## src/rtl/uart_mem_bridge.sv

```systemverilog
// Memory-request to UART byte-protocol master: sends cmd/addr/wdata bytes on TX, collects the reply on RX.
// Optional reply timeout is compiled in with `define UART_BRIDGE_TIMEOUT_EN.
module uart_mem_bridge #(
    parameter int unsigned TimeoutCycles = 1000000
) (
    input  logic        clk_i,
    input  logic        reset_ni,
    input  logic        mem_valid_i,
    input  logic [31:0] mem_addr_i,
    input  logic [31:0] mem_wdata_i,
    input  logic [3:0]  mem_wstrb_i,
    output logic        mem_ready_o,
    output logic [31:0] mem_rdata_o,
    output logic [7:0]  tx_tdata_o,
    output logic        tx_tvalid_o,
    input  logic        tx_tready_i,
    input  logic [7:0]  rx_tdata_i,
    input  logic        rx_tvalid_i,
    output logic        rx_tready_o,
    output logic        err_o
);

    typedef enum logic [2:0] {
        S_IDLE, S_CMD, S_ADDR, S_WDATA, S_ACK, S_RDATA, S_DONE
    } state_t;

    localparam logic [7:0] CmdRead = 8'h77;
    localparam logic [7:0] AckByte = 8'hC8;

    state_t      state_q, state_d;
    logic [1:0]  byte_cnt_q;
    logic [31:0] addr_q;
    logic [31:0] wdata_q;
    logic [3:0]  wstrb_q;
    logic [23:0] rdata_q;
    logic        active_q;
    logic        is_write;
    logic        tx_hs;
    logic        rx_hs;
    logic        timeout_hit;

    assign is_write = |wstrb_q;
    assign tx_hs    = tx_tvalid_o & tx_tready_i;
    assign rx_hs    = rx_tready_o & rx_tvalid_i;

    // NOTE: every output of this block gets a default first so no path can infer a latch.
    always_comb begin
        state_d     = state_q;
        tx_tvalid_o = 1'b0;
        tx_tdata_o  = 8'h00;
        rx_tready_o = 1'b0;
        mem_ready_o = 1'b0;
        case (state_q)
            S_IDLE: begin
                // Held low for the first cycle out of reset so reset really drives every output to 0.
                rx_tready_o = active_q;
                if (mem_valid_i) state_d = S_CMD;
            end
            S_CMD: begin
                tx_tvalid_o = 1'b1;
                tx_tdata_o  = is_write ? {4'h2, wstrb_q} : CmdRead;
                if (tx_tready_i) state_d = S_ADDR;
            end
            S_ADDR: begin
                tx_tvalid_o = 1'b1;
                tx_tdata_o  = addr_q[{byte_cnt_q, 3'b000} +: 8];
                if (tx_tready_i && byte_cnt_q == 2'd3) state_d = is_write ? S_WDATA : S_RDATA;
            end
            S_WDATA: begin
                tx_tvalid_o = 1'b1;
                tx_tdata_o  = wdata_q[{byte_cnt_q, 3'b000} +: 8];
                if (tx_tready_i && byte_cnt_q == 2'd3) state_d = S_ACK;
            end
            S_ACK: begin
                rx_tready_o = 1'b1;
                if (rx_tvalid_i || timeout_hit) state_d = S_DONE;
            end
            S_RDATA: begin
                rx_tready_o = 1'b1;
                if ((rx_tvalid_i && byte_cnt_q == 2'd3) || timeout_hit) state_d = S_DONE;
            end
            S_DONE: begin
                mem_ready_o = 1'b1;
                state_d     = S_IDLE;
            end
            default: state_d = S_IDLE;
        endcase
    end

    // NOTE: sequential state uses non-blocking assignments so every flop samples pre-edge values.
    always_ff @(posedge clk_i or negedge reset_ni) begin
        if (!reset_ni) begin
            state_q     <= S_IDLE;
            byte_cnt_q  <= 2'd0;
            addr_q      <= 32'h0;
            wdata_q     <= 32'h0;
            wstrb_q     <= 4'h0;
            rdata_q     <= 24'h0;
            mem_rdata_o <= 32'h0;
            err_o       <= 1'b0;
            active_q    <= 1'b0;
        end else begin
            state_q  <= state_d;
            active_q <= 1'b1;

            if (state_q == S_IDLE && mem_valid_i) begin
                addr_q  <= mem_addr_i;
                wdata_q <= mem_wdata_i;
                wstrb_q <= mem_wstrb_i;
            end

            if (state_q == S_DONE) begin
                byte_cnt_q <= 2'd0;
            end else if (((state_q == S_ADDR || state_q == S_WDATA) && tx_hs) ||
                         (state_q == S_RDATA && rx_hs)) begin
                byte_cnt_q <= byte_cnt_q + 2'd1;
            end

            if (state_q == S_RDATA && rx_hs) begin
                if (byte_cnt_q == 2'd3) begin
                    mem_rdata_o <= {rx_tdata_i, rdata_q};
                end else begin
                    rdata_q[{byte_cnt_q, 3'b000} +: 8] <= rx_tdata_i;
                end
            end else if (state_q == S_RDATA && timeout_hit) begin
                mem_rdata_o <= 32'h0;
            end

            if ((state_q == S_IDLE && rx_hs) ||
                (state_q == S_ACK && rx_hs && rx_tdata_i != AckByte) ||
                timeout_hit) begin
                err_o <= 1'b1;
            end
        end
    end

`ifdef UART_BRIDGE_TIMEOUT_EN
    localparam int TW = $clog2(TimeoutCycles) + 1;

    logic [TW-1:0] to_cnt_q;
    logic          waiting_rx;

    assign waiting_rx  = (state_q == S_RDATA || state_q == S_ACK) && !rx_tvalid_i;
    assign timeout_hit = waiting_rx && (to_cnt_q == TW'(TimeoutCycles - 1));

    always_ff @(posedge clk_i or negedge reset_ni) begin
        if (!reset_ni) begin
            to_cnt_q <= '0;
        end else if (waiting_rx) begin
            to_cnt_q <= to_cnt_q + 1'b1;
        end else begin
            to_cnt_q <= '0;
        end
    end
`else
    assign timeout_hit = 1'b0 & (TimeoutCycles == 0);
`endif

endmodule

```

## config.mk

```make
export PLATFORM = sky130hd
export DESIGN_NAME = uart_mem_bridge
export DESIGN_NICKNAME = d
export VERILOG_FILES = /design/src/rtl/uart_mem_bridge.sv
export SDC_FILE = /design/constraint.sdc
export NUM_CORES = 1
export LEC_CHECK = 0
export CAP_MARGIN = 20
export CORE_MARGIN = 4
export CORE_UTILIZATION = 30
export DETAILED_ROUTE_END_ITERATION = 12
export GPL_TIMING_DRIVEN = 0
export PLACE_DENSITY_LB_ADDON = 0.15
export REMOVE_ABC_BUFFERS = 1
export SYNTH_ARGS = -nofsm -noshare
export SYNTH_HDL_FRONTEND = slang
export SYNTH_SLANG_ARGS = --single-unit
```

## constraint.sdc

```tcl
create_clock -name clk_i -period 5.2 [get_ports clk_i]
set_input_delay 1.04 -clock clk_i [delete_from_list [all_inputs] [get_ports clk_i]]
set_output_delay 1.04 -clock clk_i [all_outputs]
set_load 0.05 [all_outputs]
```

==> impl_metrics.prom, run 1 <==
# TYPE chip_impl_metric gauge
chip_impl_metric{name="postCtsSetupRepairBufs",unit=""} 0
chip_impl_info{name="status",value="complete, no violations"} 1
chip_impl_metric{name="cp_max_fo",unit=""} 21
chip_impl_metric{name="synth-seq-cells",unit=""} 131
chip_impl_metric{name="grt_pass1_vias",unit=""} 4432
chip_impl_metric{name="top_level_ports",unit=""} 125
chip_impl_metric{name="worst-slew-pin-transition",unit="ns"} 1.04
chip_impl_metric{name="synth_cells",unit=""} 475
chip_impl_metric{name="post_synth_instance_area",unit="um^2"} 5980
chip_impl_metric{name="critPathRequiredTime",unit="ns"} 4.16
chip_impl_metric{name="floorplan.die.width",unit="um"} 149
chip_impl_info{name="synth.largest_area_cell",value="sky130_fd_sc_hd__dfrtp_1"} 1
chip_impl_metric{name="vias",unit=""} 4119
chip_impl_metric{name="drt-total-wl",unit="um"} 15000
chip_impl_metric{name="seq_power_share",unit=""} 0.335
chip_impl_metric{name="finalClockSkew",unit="ns"} 0.00766
chip_impl_metric{name="post_route_cells_drive_above_1_share",unit=""} 0.240
chip_impl_metric{name="synth_sequential_area_ratio",unit=""} 0.548
chip_impl_metric{name="finalSetupViolCount",unit=""} 0
chip_impl_metric{name="timing.max_cap.violations",unit=""} 0
chip_impl_metric{name="power.net_switching",unit="uW"} 2030
chip_impl_metric{name="clkSlewWorstSetupHoldPaths",unit="ns"} 0.06
chip_impl_metric{name="critical_path.max_stage_delay",unit="ns"} 0.83
chip_impl_metric{name="critical_path_arrival",unit="ns"} 3.56
chip_impl_info{name="master_cell_of_the_clock_root_buffer",value="sky130_fd_sc_hd__clkbuf_16"} 1
chip_impl_metric{name="slew_headroom",unit=""} 0.307
chip_impl_metric{name="htreeDepth",unit=""} 4
chip_impl_metric{name="finalWorstPathRequiredPeriod",unit="ns"} 4.60
chip_impl_info{name="grt_setup_unrepaired",value="no"} 1
chip_impl_metric{name="avgSynthCellArea",unit="um^2"} 12.6
chip_impl_metric{name="fmax",unit="MHz"} 217
chip_impl_info{name="synthTopCellsByArea",value="sky130_fd_sc_hd__dfrtp_1 (55%), sky130_fd_sc_hd__mux2_2 (18%), sky130_fd_sc_hd__o21ai_0 (2.4%), sky130_fd_sc_hd__nand3_1 (2.1%), sky130_fd_sc_hd__mux2i_1 (2.0%)"} 1
chip_impl_metric{name="pin_count_of_the_biggest_net_entering_global_routing",unit=""} 67
chip_impl_metric{name="detail_route.drc_violations",unit=""} 0
chip_impl_info{name="leading_cell_types_in_the_layout_fill_and_taps_excluded",value="sky130_fd_sc_hd__dfrtp_1 (131), sky130_fd_sc_hd__clkdlybuf4s50_1 (123), sky130_fd_sc_hd__mux2_2 (96)"} 1
chip_impl_metric{name="leakage",unit="uW"} 0.00346
chip_impl_metric{name="row_count",unit=""} 51
chip_impl_metric{name="report.final.slew_viol_count",unit=""} 0
chip_impl_metric{name="hold_buffers",unit=""} 0
chip_impl_info{name="tritoncts_clock_tree",value="built"} 1
chip_impl_metric{name="global_route.overflow_total",unit=""} 0
chip_impl_metric{name="grtUsageTotal",unit=""} 0.141
chip_impl_metric{name="clk-insertion-delay-late",unit="ns"} 0.41
chip_impl_info{name="synth-main-ff-cell",value="sky130_fd_sc_hd__dfrtp_1"} 1
chip_impl_metric{name="combinationalPowerShare",unit=""} 0.438
chip_impl_metric{name="period_share",unit=""} 0.885
chip_impl_metric{name="power.switching_fraction",unit=""} 0.380
chip_impl_metric{name="clockBufferDepth",unit=""} 2
chip_impl_metric{name="core_region_area",unit="um^2"} 19500
chip_impl_metric{name="gpl.final_weighted_congestion",unit=""} 0.731
chip_impl_metric{name="die-height",unit="um"} 149
chip_impl_metric{name="synth_edf_count",unit=""} 0
chip_impl_info{name="cp_cell_sequence",value="buf_16, nand3b_1, mux4_2, nand2_1, a21oi_1, clkdlybuf4s50_1"} 1
chip_impl_info{name="start_to_end_type_of_the_worst_setup_path",value="flip-flop to output pin"} 1
chip_impl_metric{name="synth_cell_type_count",unit=""} 50
chip_impl_info{name="commonest_non_fill_non_tap_cell_in_the_layout",value="sky130_fd_sc_hd__dfrtp_1"} 1
chip_impl_metric{name="diodes",unit=""} 0
chip_impl_metric{name="drt.antenna.violating_nets",unit=""} 0
chip_impl_info{name="critical-path-slowest-cell",value="sky130_fd_sc_hd__clkdlybuf4s50_1"} 1
chip_impl_metric{name="drt_first_pass_iters",unit=""} 4
chip_impl_metric{name="drt-vias-per-instance",unit=""} 4.69
chip_impl_metric{name="async_set_reset_flop_share_out_of_synthesis",unit=""} 1.00
chip_impl_metric{name="cts_made_buffers",unit=""} 17
chip_impl_metric{name="nets",unit=""} 686
chip_impl_metric{name="final_cell_count_no_fill",unit=""} 878
chip_impl_metric{name="power_density",unit="nW/um^2"} 654
chip_impl_metric{name="ir_worst_vdd",unit="V"} 0.000321
chip_impl_metric{name="synth_top_area_frac",unit=""} 0.548
chip_impl_info{name="setup.worst_path.end_class",value="output pin"} 1
chip_impl_info{name="worstHoldPathType",value="flip-flop to flip-flop"} 1
chip_impl_metric{name="effective_utilization_at_floorplan",unit=""} 0.306
chip_impl_metric{name="drtIter0Drc",unit=""} 204
chip_impl_metric{name="area_growth_syn_to_layout",unit="%"} 36.9
chip_impl_metric{name="die_area",unit="um^2"} 22300
chip_impl_metric{name="io_buffer_count",unit=""} 124
chip_impl_metric{name="wire_length_per_cell_after_detailed_routing",unit="um"} 17.0
chip_impl_metric{name="hpwlAfterDp",unit="um"} 10800
chip_impl_metric{name="clkSinkCount",unit=""} 131
chip_impl_metric{name="yosys_warnings",unit=""} 0
chip_impl_metric{name="part_of_the_power_in_the_clock_network",unit=""} 0.227
chip_impl_metric{name="utilization",unit=""} 0.420
chip_impl_metric{name="cts_repair_resize_count",unit=""} 0
chip_impl_metric{name="grt_first_pass_wirelength",unit="um"} 24200
chip_impl_metric{name="cell_count_post_placement",unit=""} 846
chip_impl_info{name="timing.critical_path.from_type",value="flip-flop"} 1
chip_impl_metric{name="number_of_antenna_violations_at_the_first_check_in_global_routing",unit=""} 0
chip_impl_metric{name="power.internal",unit="uW"} 3320
chip_impl_metric{name="hold_violations",unit=""} 0
[power groups by stage]
stage	combinational, uW	clock (uW)	sequential [uW]
4_1_cts	2390	1260	1800
3_3_place_gp	2190	0	1880
3_5_place_dp	2380	0	1820
5_1_grt	2540	1300	1870
2_1_floorplan	1230	0	2090
6_report	2350	1220	1790
[registers in the layout, summed over array words and instances (netlist names)]
signal and cells:
addr_q 32, mem_rdata_o 32, wdata_q 32, rdata_q 24, wstrb_q 4, state_q 3, byte_cnt_q 2, active_q 1
err_o 1
[logic make-up after synthesis]
family,share of synthesized area
flops,0.548
simple gates,0.100
mux,0.220
buf+inv,0.0452
other cells,0.000627
compound gates,0.0763
fa+ha+maj,0.0105
[layout make-up]
cell class | count | area (um^2)
multi-input cells | 289 | 2440
well taps | 265 | 332
clock inverters | 8 | 126
fillers | 1870 | 11300
inverters | 27 | 101
flip-flops and latches | 131 | 3280
clock buffers | 24 | 472
repair buffers | 134 | 1450
[metal layers]
metal | wire, um | track usage | share of wire
met1 | 6790 | 0.177 | 0.45
met2 | 6950 | 0.229 | 0.46
met3 | 983 | 0.0474 | 0.066
met4 | 231 | 0.0449 | 0.015
met5 | 0 | 0 | 0
[critical path, delay by kind of cell, from the launching register on]
kind                   cells  cell delay, ns
AOI/OAI and AO/OA          1            0.15
buffers and inverters      2            1.07
DFF                        1            0.80
muxes                      1            0.56
and+or+nand+nor            2            0.57
[worst paths after layout]
check,startpoint,to,slack [ns],cells after the start
setup / recovery,state_q[0],tx_tdata_o[7],0.60,6
hold / removal,err_o,err_o,0.48,1
setup reg to reg,state_q[2],wdata_q[15],2.46,6
hold reg to reg,err_o,err_o,0.48,1
max in group asynchronous,reset_ni,wdata_q[0],3.83,2
min in group asynchronous,reset_ni,mem_rdata_o[6],0.62,1
[metrics by stage]
stage               area, um^2  power, uW  setup WS [ns]  TNS, ns  hold slack (ns)
global route              8190       5710          0.335        0            0.512
finish                    8190       5360          0.598        0            0.482
global placement          7390       4070          -2.16  -283.47            0.458
CTS                       8190       5450          0.452        0            0.483
detailed placement        7590       4210          0.913        0            0.471
floorplan                 5820       3320           1.41        0            0.458
[cells in the mapped netlist (3+ instances only)]
library cell,instances
sky130_fd_sc_hd__a211oi_1,7
sky130_fd_sc_hd__a21oi_1,15
sky130_fd_sc_hd__and2_1,3
sky130_fd_sc_hd__buf_2,18
sky130_fd_sc_hd__buf_4,5
sky130_fd_sc_hd__buf_6,3
sky130_fd_sc_hd__dfrtp_1,131
sky130_fd_sc_hd__ha_1,5
sky130_fd_sc_hd__inv_1,27
sky130_fd_sc_hd__mux2_1,4
sky130_fd_sc_hd__mux2_2,96
sky130_fd_sc_hd__mux2i_1,12
sky130_fd_sc_hd__mux4_2,3
sky130_fd_sc_hd__nand2_1,12
sky130_fd_sc_hd__nand2b_1,3
sky130_fd_sc_hd__nand3_1,25
sky130_fd_sc_hd__nor2_1,10
sky130_fd_sc_hd__nor2b_1,5
sky130_fd_sc_hd__nor3_1,7
sky130_fd_sc_hd__nor3b_2,5
sky130_fd_sc_hd__nor4_1,3
sky130_fd_sc_hd__o21a_1,3
sky130_fd_sc_hd__o21ai_0,29
sky130_fd_sc_hd__o31ai_1,7
sky130_fd_sc_hd__o41ai_1,4
sky130_fd_sc_hd__or4_1,3
Power figures use the tool's default switching activity.
==> inputs of run 2 (changes only) <==
==> constraint.sdc (replaced) <==
create_clock -name clk_i -period 5.3 [get_ports clk_i]
set_input_delay 1.06 -clock clk_i [delete_from_list [all_inputs] [get_ports clk_i]]
set_output_delay 1.06 -clock clk_i [all_outputs]
set_load 0.05 [all_outputs]
==> results of run 2 <==
Same layout as run 1 (identical final DEF). Status: complete, no violations.
Among the figures that moved: setup slack after placement 0.913 ns -> 0.993 ns; setup slack after layout 0.598 ns -> 0.678 ns; register-to-register setup slack 2.46 ns -> 2.56 ns; total power 5360 uW -> 5250 uW; worst IR drop on VDD 0.000321 V -> 0.000315 V
